**config.mk**
```make
export PLATFORM = sky130hd
export DESIGN_NAME = adc_sample_fifo
export DESIGN_NICKNAME = d
export VERILOG_FILES = /design/src/rtl/adc_stream_pkg.sv /design/src/rtl/fifo_ptr_ctrl.sv /design/src/rtl/adc_sample_fifo.sv
export SDC_FILE = /design/constraint.sdc
export NUM_CORES = 1
export LEC_CHECK = 0
export ABC_AREA = 0
export CORE_MARGIN = 5
export CORE_UTILIZATION = 33
export DETAILED_ROUTE_END_ITERATION = 7
export RECOVER_POWER = 25
export SLEW_MARGIN = 0
export SYNTH_ARGS = -nofsm -noshare
export SYNTH_HDL_FRONTEND = slang
export SYNTH_SLANG_ARGS = --single-unit
export TNS_END_PERCENT = 30
```
**constraint.sdc**
```tcl
create_clock -name clk -period 7.4 [get_ports clk]
set_input_delay 0.74 -clock clk [delete_from_list [all_inputs] [get_ports clk]]
set_output_delay 0.74 -clock clk [all_outputs]
set_load 0.02 [all_outputs]
```
**src/rtl/adc_stream_pkg.sv**
```systemverilog
// adc_stream_pkg: shared definitions for the ADC sample stream path.
//   DEFAULT_DATA_WIDTH : native ADC sample width
//   DROP_CNT_WIDTH     : width of the dropped-sample counter
//   sample_t           : one ADC sample at the default width
//   offset_to_twos()   : offset-binary to two's-complement conversion
package adc_stream_pkg;

    localparam int DEFAULT_DATA_WIDTH = 16;
    localparam int DROP_CNT_WIDTH     = 16;

    typedef logic [DEFAULT_DATA_WIDTH-1:0] sample_t;

    // Offset binary and two's complement differ only in the sign bit.
    function automatic sample_t offset_to_twos(sample_t s);
        return {~s[DEFAULT_DATA_WIDTH-1], s[DEFAULT_DATA_WIDTH-2:0]};
    endfunction

endpackage

```
**src/rtl/fifo_ptr_ctrl.sv**
```systemverilog
// fifo_ptr_ctrl: pointer and occupancy control for adc_sample_fifo.
// Ports:
//   clk, rst          : clock, synchronous active-high reset
//   in_valid          : producer strobe (cannot be stalled)
//   out_ready         : consumer accept
//   wr_ptr, rd_ptr    : storage addresses, wrap modulo DEPTH
//   level             : entry count 0..DEPTH
//   empty             : level == 0
//   push_en, pop_en   : qualified write / read this cycle
//   drop              : sample arrives while full with no pop
module fifo_ptr_ctrl
    import adc_stream_pkg::*;
#(
    parameter int DEPTH = 16
) (
    input  logic                     clk,
    input  logic                     rst,
    input  logic                     in_valid,
    input  logic                     out_ready,
    output logic [$clog2(DEPTH)-1:0] wr_ptr,
    output logic [$clog2(DEPTH)-1:0] rd_ptr,
    output logic [$clog2(DEPTH):0]   level,
    output logic                     empty,
    output logic                     push_en,
    output logic                     pop_en,
    output logic                     drop
);

    localparam int LW = $clog2(DEPTH) + 1;

    logic full;

    assign empty   = (level == '0);
    assign full    = (level == LW'(DEPTH));
    assign pop_en  = out_ready && !empty;
    // A pop in the same cycle frees a slot, so a full FIFO can still accept.
    assign push_en = in_valid && (!full || pop_en);
    assign drop    = in_valid && full && !pop_en;

    always_ff @(posedge clk) begin
        if (rst) begin
            wr_ptr <= '0;
            rd_ptr <= '0;
            level  <= '0;
        end else begin
            if (push_en) wr_ptr <= wr_ptr + 1'b1;
            if (pop_en)  rd_ptr <= rd_ptr + 1'b1;
            case ({push_en, pop_en})
                2'b10:   level <= level + 1'b1;
                2'b01:   level <= level - 1'b1;
                default: level <= level;
            endcase
        end
    end

endmodule

```
**src/rtl/adc_sample_fifo.sv**
```systemverilog
// adc_sample_fifo: absorbs the non-stallable ADC sample strobe into a small
// first-word-fall-through FIFO with a valid/ready read side.
// Build option: ADC_FIFO_SIGNED_EN inverts the sample MSB on write
// (offset binary -> two's complement); default stores samples unchanged.
// Ports:
//   clk, rst               : clock, synchronous active-high reset
//   in_data, in_valid      : ADC sample and one-cycle strobe
//   out_data, out_valid    : head sample, FIFO non-empty
//   out_ready              : consumer accepts head this cycle
//   level                  : entry count 0..DEPTH
//   overflow, drop_count   : sticky drop flag and saturating drop count
//   overflow_clr           : clears overflow and drop_count
module adc_sample_fifo
    import adc_stream_pkg::*;
#(
    parameter int DATA_WIDTH = DEFAULT_DATA_WIDTH,
    parameter int DEPTH      = 16
) (
    input  logic                      clk,
    input  logic                      rst,
    input  logic [DATA_WIDTH-1:0]     in_data,
    input  logic                      in_valid,
    output logic [DATA_WIDTH-1:0]     out_data,
    output logic                      out_valid,
    input  logic                      out_ready,
    output logic [$clog2(DEPTH):0]    level,
    output logic                      overflow,
    input  logic                      overflow_clr,
    output logic [DROP_CNT_WIDTH-1:0] drop_count
);

    localparam int AW = $clog2(DEPTH);

    logic [DATA_WIDTH-1:0] mem [DEPTH];
    logic [DATA_WIDTH-1:0] wr_data;
    logic [AW-1:0]         wr_ptr, rd_ptr;
    logic                  empty, push_en, pop_en, drop;

    fifo_ptr_ctrl #(.DEPTH(DEPTH)) u_ptr (
        .clk       (clk),
        .rst       (rst),
        .in_valid  (in_valid),
        .out_ready (out_ready),
        .wr_ptr    (wr_ptr),
        .rd_ptr    (rd_ptr),
        .level     (level),
        .empty     (empty),
        .push_en   (push_en),
        .pop_en    (pop_en),
        .drop      (drop)
    );

`ifdef ADC_FIFO_SIGNED_EN
    assign wr_data = {~in_data[DATA_WIDTH-1], in_data[DATA_WIDTH-2:0]};
`else
    assign wr_data = in_data;
`endif

    // Storage is cleared on reset so out_data reads 0 while empty.
    always_ff @(posedge clk) begin
        if (rst) begin
            for (int i = 0; i < DEPTH; i++) mem[i] <= '0;
        end else if (push_en) begin
            mem[wr_ptr] <= wr_data;
        end
    end

    assign out_data  = mem[rd_ptr];
    assign out_valid = !empty;

    // Clear takes effect first, so a drop in the clear cycle counts as 1.
    always_ff @(posedge clk) begin
        if (rst) begin
            overflow   <= 1'b0;
            drop_count <= '0;
        end else if (overflow_clr) begin
            overflow   <= drop;
            drop_count <= drop ? DROP_CNT_WIDTH'(1) : '0;
        end else if (drop) begin
            overflow <= 1'b1;
            if (drop_count != '1) drop_count <= drop_count + 1'b1;
        end
    end

endmodule

```
==> results of run 1 <==
## kinds of logic after synthesis
kind of cell / share of synthesized area
XOR/XNOR: 0.00391
AND/OR/NAND/NOR: 0.169
buffers and inverters: 0.0211
adder cells (fa/ha/maj): 0.00745
AO/OA/AOI/OAI: 0.0314
flip-flops: 0.623
multiplexers: 0.144
## placed cells by master, fill, tap and decap left out, types with 6 or more instances in the layout
cell type        synthesis  layout
a21oi_1                 13      14
and2_0                   0      16
and2_1                 257     241
buf_4                    0      11
clkbuf_1                56      12
clkbuf_16                0      30
clkdlybuf4s50_1          0      37
clkinv_2                 0       7
dfxtp_1                 34      31
dlygate4sd3_1            0      22
edfxtp_1               256     256
ha_1                     8       8
mux2i_1                  9       9
mux4_2                  80      80
nand2_1                 17      17
nand3_1                 12      12
nand4_1                  6       6
nor2_1                  29      17
nor2_2                   0      12
nor4_1                   7       7
o21ai_0                 17      11
o31ai_1                  7       7
or2_2                    6       6
or3_1                    7       7
or4_1                    7       8
## layer usage
metal | wire length, um | share of wire
met4 | 497 | 0.015
met5 | 0 | 0
met2 | 17000 | 0.52
met1 | 13500 | 0.41
met3 | 1920 | 0.058
## worst paths after layout
path | cells past startpoint | start | slack, ps | endpoint
max reg2reg | 4 | u_ptr.level[1]$_SDFFE_PP0P_ | 3770 | mem[12][2]$_SDFFCE_PN0P_
max | 4 | flip-flop | 2930 | out_data[10]
min reg2reg | 2 | overflow$_SDFFE_PP0P_ | 470 | overflow$_SDFFE_PP0P_
min | 2 | overflow$_SDFFE_PP0P_ | 470 | overflow$_SDFFE_PP0P_
## through the flow
| stage | setup WS (ps) | utilization | hold WS [ps] |
|---|---|---|---|
| after floorplan | 4490 | - | 507 |
| after global placement | 3400 | 0.360 | 469 |
| after detailed placement | 3380 | 0.360 | 464 |
| after CTS | 2780 | 0.385 | 477 |
| after global routing | 2670 | 0.383 | 507 |
| final | 2930 | 0.383 | 470 |
## final cells by class
type,count,area (sq um)
diodes,1,2.50
fillers,3754,25000
clock inverters,19,206
inverters,4,15.0
well taps,532,666
flip-flops and latches,290,8370
repair buffers,76,696
clock buffers,37,787
multi-input cells,543,4790
## state kept, by name (all words and copies together) (netlist names), named ones only
name / count
mem: 256
u_ptr.rd_ptr: 4
drop_count: 16
u_ptr.level: 5
u_ptr.wr_ptr: 4
overflow: 1
## power by group
| group | leakage [nW] | total, mW | switching, mW | internal (mW) |
|---|---|---|---|---|
| Combinational | 1.97 | 0.881 | 0.408 | 0.473 |
| Sequential | 2.92 | 2.00 | 0.131 | 1.86 |
| Clock | 0.487 | 1.52 | 0.625 | 0.895 |
| Total | 5.38 | 4.40 | 1.16 | 3.23 |
## cell usage after synthesis (3+ instances only)
library cell  count
and2_1          257
o21a_1            3
inv_1             4
o21ai_0          17
or3_1             7
a21oi_1          13
mux4_2           80
nand2_1          17
buf_2             7
edfxtp_1        256
nand3_1          12
buf_1             3
dfxtp_1          34
nor3_1            5
and4_1            4
mux2i_1           9
or4_1             7
clkbuf_1         56
nor3_2            3
and3_1            3
or2_2             6
nand4_1           6
nor2_1           29
nor4_1            7
ha_1              8
xor2_1            4
o31ai_1           7
nor2b_1           5
nand2b_1          5
## worst max-delay path, cell delays in order (launching register included)
cell and delay, ps:
dfxtp_4 1020, buf_4 470, mux4_2 550, mux4_2 500, clkdlybuf4s50_1 590
==> qor.csv, run 1 <==
metric;value;unit
CTS-repair resized insts;0;
first-pass GRT wire length;49600;um
CTS tree;yes;
die height;212;um
total grt overflow;0;
Worst-Margin Slew;1740;ps
Achievable Freq;0.224;GHz
First-pass DRT Iterations;5;
#FFs+latches synth;290;
postcts setup bufs;0;
clock root cell;clkbuf_16;
max_cap viols;4;
Final Hold Viols;0;
Final Non-Filler Cells;1502;
synth-to-layout area growth;15.7;%
power per cell area;283;nW/um^2
Post-synth EDFFs;256;
overall power;4.40;mW
final setup vio count;0;
ys flop type;edfxtp_1;
RSZ-0062 raised after global routing;no;
post-route ant nets;0;
Initial Utilization;0.331;
met1 usage;0.193;
placed cell area;14600;sq um
placed cell count;1445;
largest area contributor in the netlist;edfxtp_1;
Ys Warns;0;
die width;212;um
Site Rows;74;
sequential share of the synthesized area;0.623;
DRT iter0 DRCs;479;
pins over their slew limit;44;
Total Neg Setup Slack;0;ps
worst hold path type;flip-flop to flip-flop;
cell count after synthesis;904;
final WL;32900;um
layer with the highest usage;met2;
die area;44800;sq um
Setup Crit Path Kind;flip-flop to primary output;
initial antenna violation count;0;
CTS Sinks;290;
# DRC;0;
Skew-Pair Late Insertion Delay;560;ps
layout cells sized above 1;0.178;
Avg Inst Size Synth;14.9;sq um
Final min period;4470;ps
# IOs;60;
synth unique cells;52;
clock buffer count from CTS;30;
failing checks;max-capacitance violations, max-slew violations;
GPL Wtd Cong;0.806;
main area contributors after synthesis;edfxtp_1 (57%), mux4_2 (13%), and2_1 (12%);
Final Cycle Share;0.604;
GR Util met3;0.0224;
WL per Instance;21.9;um
met2 usage in global routing;0.255;
Layout Skew;20.1;ps
Max VDD drop;0.000177;V
gr usage total;0.145;
leakage power;5.38;nW
core area;40600;sq um
fraction of registers with async set/reset;0;
post-DP HPWL;20000;um
critical path arrival;3730;ps
nets;974;
Post-CTS Hold Fix Bufs;0;
CP startpoint kind;flip-flop;
data required time at the worst endpoint;6660;ps
crit end category;primary output;
post-synth top area share;0.572;
run status;finished with violations;
depth of the CTS H-tree;1;
critical path peak fanout;48;
clk slew on worst S/H paths;60;ps
vias in the first global route;7544;
drt via density;5.06;
pin count of the biggest net entering global routing;65;
Final Cell Area;15500;sq um
post-synth design cell area;13400;sq um
Max clock buf depth;3;
Mapped Nets;933;
Rel. slew slack;-0.170;
# port buffers;59;
detailed-route via count;7603;
(Power assumes the default switching activity.)
==> run 2: changes to the inputs <==
==> constraint.sdc (replaced) <==
create_clock -name clk -period 4.6 [get_ports clk]
set_input_delay 0.46 -clock clk [delete_from_list [all_inputs] [get_ports clk]]
set_output_delay 0.46 -clock clk [all_outputs]
set_load 0.02 [all_outputs]
==> qor.csv, run 2 (synthesis gave the netlist of run 1 again) <==
metric;value;unit
CTS Sinks;290;
sequential cell area;8370;sq um
crit path cell chain;or4_1 -> o211ai_1 -> o21ai_0 -> buf_4;
delay-heaviest family, CP;compound AO/OA/AOI/OAI gates;
max reg flops;256;
Met2 Routed Length;18200;um
switching share of power;0.270;
detailed-route via count;7703;
internal power;5.29;mW
combinational power share;0.204;
CTS-repair resized insts;0;
first-pass GRT wire length;51600;um
CP startpoint kind;flip-flop;
critical path arrival;4130;ps
highest-count cells in the layout ignoring fill and taps;edfxtp_1 (256), and2_1 (245), mux4_2 (80);
DRT iter0 DRCs;777;
multi-input logic area;4760;sq um
Post-CTS Hold Fix Bufs;0;
layout cells sized above 1;0.179;
slowest stage cell, crit path;o21ai_0;
# DRC;0;
# port buffers;59;
data required time at the worst endpoint;4870;ps
drt via density;5.09;
DR WL met3;2020;um
Hold Slack;477;ps
pins over their slew limit;28;
WL per Instance;22.8;um
worst hold path type;flip-flop to flip-flop;
# IOs;60;
placed cell count;1457;
synth-to-layout area growth;16.8;%
gr usage total;0.153;
run status;finished with violations;
post-route ant nets;0;
Final Hold Viols;0;
leakage power;5.45;nW
Total Neg Setup Slack;0;ps
pin count of the biggest net entering global routing;53;
clock root cell;clkbuf_16;
clock buffer count from CTS;30;
final WL;34500;um
die width;212;um
fillers;3759;
Achievable Freq;0.259;GHz
Max clock buf depth;3;
critical path peak fanout;12;
Net Switching;1.96;mW
core area;40600;sq um
Reg power frac;0.438;
final setup vio count;0;
crit end category;flip-flop;
CTS tree;yes;
postcts setup bufs;0;
nets;986;
Final Cycle Share;0.839;
max incr delay on CP;1750;ps
vias in the first global route;7841;
Most flops, register;mem;
Final min period;3860;ps
Worst-Margin Slew;2210;ps
met1 WL;13700;um
Layout Skew;25.1;ps
max_cap viols;3;
clock network fraction of total power;0.358;
failing checks;max-capacitance violations, max-slew violations;
Max VDD drop;0.000269;V
total grt overflow;0;
initial antenna violation count;0;
Rel. slew slack;-0.486;
post-DP HPWL;21400;um
power per cell area;462;nW/um^2
die area;44800;sq um
Site Rows;74;
depth of the CTS H-tree;1;
GPL Wtd Cong;0.796;
Final Non-Filler Cells;1513;
Skew-Pair Late Insertion Delay;590;ps
most common cell after layout, fill and taps aside;edfxtp_1;
die height;212;um
Regs by FF count;mem (256), drop_count (16), u_ptr.level (5);
clk slew on worst S/H paths;60;ps
Initial Utilization;0.331;
# diodes;0;
RSZ-0062 raised after global routing;no;
crit path buf inv count;1;
First-pass DRT Iterations;5;
top routing layer in use;met4;
Setup Crit Path Kind;flip-flop to flip-flop;
## run 2: cell types whose count changed in the layout (fill, tap and decap cells not counted), moves of 3 or more
cell	delta
clkbuf_16	+4
nor2_1	+3
and2_0	-4
o21ai_0	+3
nor2_2	-3
and2_1	+4
buf_4	+6
clkinvlp_4	+3
clkinv_2	-3
## run 2: cell type report
| type | instances | area share |
|---|---|---|
| Sequential cell | 290 | 0.534 |
| Multi-Input combinational cell | 543 | 0.304 |
| Clock buffer | 36 | 0.0547 |
| Timing Repair Buffer | 88 | 0.0507 |
| Tap cell | 532 | 0.0424 |
| Clock inverter | 20 | 0.0134 |
| Inverter | 4 | 0.000957 |
## run 2: layer usage
metal | GRT usage | up-vias
met4 | 0.0364 | 0
met5 | 0 | -
li1 | - | 3479
met3 | 0.0236 | 42
met2 | 0.278 | 234
met1 | 0.193 | 3948
## run 2: worst reg2reg max path, delay by kind of cell, from the launching register on
kind | cells | cell delay (ps)
DFF | 1 | 520
and+or+nand+nor | 1 | 470
AOI/OAI and AO/OA | 2 | 2120
buffers and inverters | 1 | 440
## run 2: through the flow
stage	setup slack, ps	power (mW)	cell area, sq um	utilization
2_1_floorplan	1780	4.27	13400	-
3_3_place_gp	1320	4.76	14700	0.363
3_5_place_dp	1290	4.78	14700	0.363
4_1_cts	723	7.36	15800	0.389
5_1_grt	619	7.53	15700	0.387
6_report	739	7.24	15700	0.387
## run 2: final timing paths
kind                               start                      end  slack, ps  cells past startpoint
min reg2reg        overflow$_SDFFE_PP0P_    overflow$_SDFFE_PP0P_        480                      2
min                overflow$_SDFFE_PP0P_    overflow$_SDFFE_PP0P_        480                      2
max          u_ptr.level[1]$_SDFFE_PP0P_  mem[6][2]$_SDFFCE_PN0P_        740                      4
max reg2reg  u_ptr.level[1]$_SDFFE_PP0P_  mem[6][2]$_SDFFCE_PN0P_        740                      4
## run 2: power by group through the flow
| stage | logic (mW) | clock network, mW | registers, mW |
|---|---|---|---|
| after floorplan | 1.15 | 0 | 3.12 |
| after global placement | 1.52 | 0 | 3.24 |
| after detailed placement | 1.54 | 0 | 3.24 |
| after CTS | 1.55 | 2.63 | 3.18 |
| after global routing | 1.58 | 2.75 | 3.20 |
| final | 1.48 | 2.59 | 3.17 |
==> run 3: changes to the inputs <==
==> constraint.sdc (replaced) <==
create_clock -name clk -period 3.3 [get_ports clk]
set_input_delay 0.33 -clock clk [delete_from_list [all_inputs] [get_ports clk]]
set_output_delay 0.33 -clock clk [all_outputs]
set_load 0.02 [all_outputs]
==> qor.csv, run 3 (synthesis gave the netlist of run 1 again) <==
metric;value;unit
run status;completed;
most frequent CP cell;mux4_2;
initial antenna violation count;1;
most common cell after layout, fill and taps aside;edfxtp_1;
Achievable Freq;0.311;GHz
drt via density;5.11;
First-pass DRT Iterations;5;
critical path arrival;2880;ps
die width;212;um
delay-heaviest family, CP;multiplexers;
WL per Instance;22.6;um
first-pass GRT wire length;51800;um
pin count of the biggest net entering global routing;65;
Max clock buf depth;3;
Final min period;3210;ps
crit path buf inv count;2;
detailed-route via count;7861;
# diodes;0;
data required time at the worst endpoint;2970;ps
Initial Utilization;0.331;
crit end category;primary output;
pins over their slew limit;0;
placed cell area;14900;sq um
max_cap viols;0;
post-DP HPWL;21600;um
Layout Skew;17.8;ps
# DRC;0;
power per cell area;622;nW/um^2
top routing layer in use;met4;
Met2 Routed Length;17900;um
clock buffer count from CTS;30;
layout cells sized above 1;0.183;
Worst-Margin Slew;1130;ps
final setup vio count;0;
total grt overflow;0;
DRT iter0 DRCs;505;
CTS tree;yes;
die area;44800;sq um
CP startpoint kind;flip-flop;
highest-count cells in the layout ignoring fill and taps;edfxtp_1 (256), and2_1 (247), mux4_2 (80);
pre-CTS WS;515;ps
Most flops, register;mem;
depth of the CTS H-tree;1;
# IOs;60;
met1 WL;14600;um
nets;1010;
Hold Slack;471;ps
Post-Route Utilization;0.388;
Final Non-Filler Cells;1537;
core area;40600;sq um
synth-to-layout area growth;17.3;%
DR WL met3;1470;um
Skew-Pair Late Insertion Delay;560;ps
Final Cycle Share;0.974;
gr usage total;0.153;
max reg flops;256;
max incr delay on CP;570;ps
postcts setup bufs;0;
final worst-path setup slack;85.7;ps
Total Neg Setup Slack;0;ps
critical path peak fanout;24;
Final Cell Area;15700;sq um
final WL;34700;um
RSZ-0062 raised after global routing;no;
Site Rows;74;
# port buffers;59;
GPL Wtd Cong;0.775;
Max VDD drop;0.000368;V
crit path cell chain;buf_16 -> mux4_2 -> mux4_2 -> clkdlybuf4s50_1;
post-route ant nets;0;
Regs by FF count;mem (256), drop_count (16), u_ptr.level (5);
die height;212;um
clock root cell;clkbuf_16;
leakage power;5.55;nW
Setup Crit Path Kind;flip-flop to primary output;
Final Hold Viols;0;
vias in the first global route;8061;
clk slew on worst S/H paths;70;ps
placed cell count;1480;
CTS Sinks;290;
overall power;9.79;mW
fillers;3760;
slowest stage cell, crit path;mux4_2;
Rel. slew slack;0.248;
worst hold path type;flip-flop to flip-flop;
run 3: cell types whose count changed in the layout (fill, tap and decap cells not counted), sizes merged:
cell           delta
clkbuf            +4
dlygate4sd3       +2
buf              +21
clkdlybuf4s50     -4
clkinv            +4
bufinv            -2
clkinvlp          -1
dlymetal6s2s      +2
inv               -2
run 3: what timing repair did:
action | 4_1_cts | 5_1_grt
setup endpoints to repair | 0 | 8
gates resized for setup | 0 | 4
hold buffers | 0 | 0
hold endpoints to repair | 0 | 0
run 3: report_power, final:
group          switching (mW)  internal [mW]  leakage [nW]
clock                    1.43           1.75         0.436
sequential              0.136           4.18          2.92
combinational            1.14           1.16          2.19
total                    2.71           7.09          5.55
run 3: worst paths after layout:
kind                               to  slack [ps]                         from  cells past startpoint
min             overflow$_SDFFE_PP0P_         470        overflow$_SDFFE_PP0P_                      2
min reg2reg     overflow$_SDFFE_PP0P_         470        overflow$_SDFFE_PP0P_                      2
max                       out_data[6]          90                    flip-flop                      4
max reg2reg  mem[15][2]$_SDFFCE_PN0P_         360  u_ptr.level[2]$_SDFFE_PP0P_                      4
run 3: area by class of cell:
| cell class | count | area [sq um] | area share |
|---|---|---|---|
| timing repair buffer | 112 | 1050 | 0.0665 |
| inverter | 4 | 15.0 | 0.000953 |
| sequential | 290 | 8370 | 0.532 |
| multi-input combinational | 543 | 4740 | 0.301 |
| clock buffer | 37 | 777 | 0.0493 |
| clock inverter | 19 | 130 | 0.00826 |
| tap | 532 | 666 | 0.0423 |
run 3: routing by layer:
layer,GRT usage,up-vias
li1,-,3545
met1,0.200,4076
met2,0.269,198
met3,0.0194,42
met4,0.0395,0
met5,0,-
run 3: tightest hold or removal path, stage by stage, from the launching register on:
cell      delay (ps)
dfxtp_1          310
nand2b_1          60
a21oi_1           60
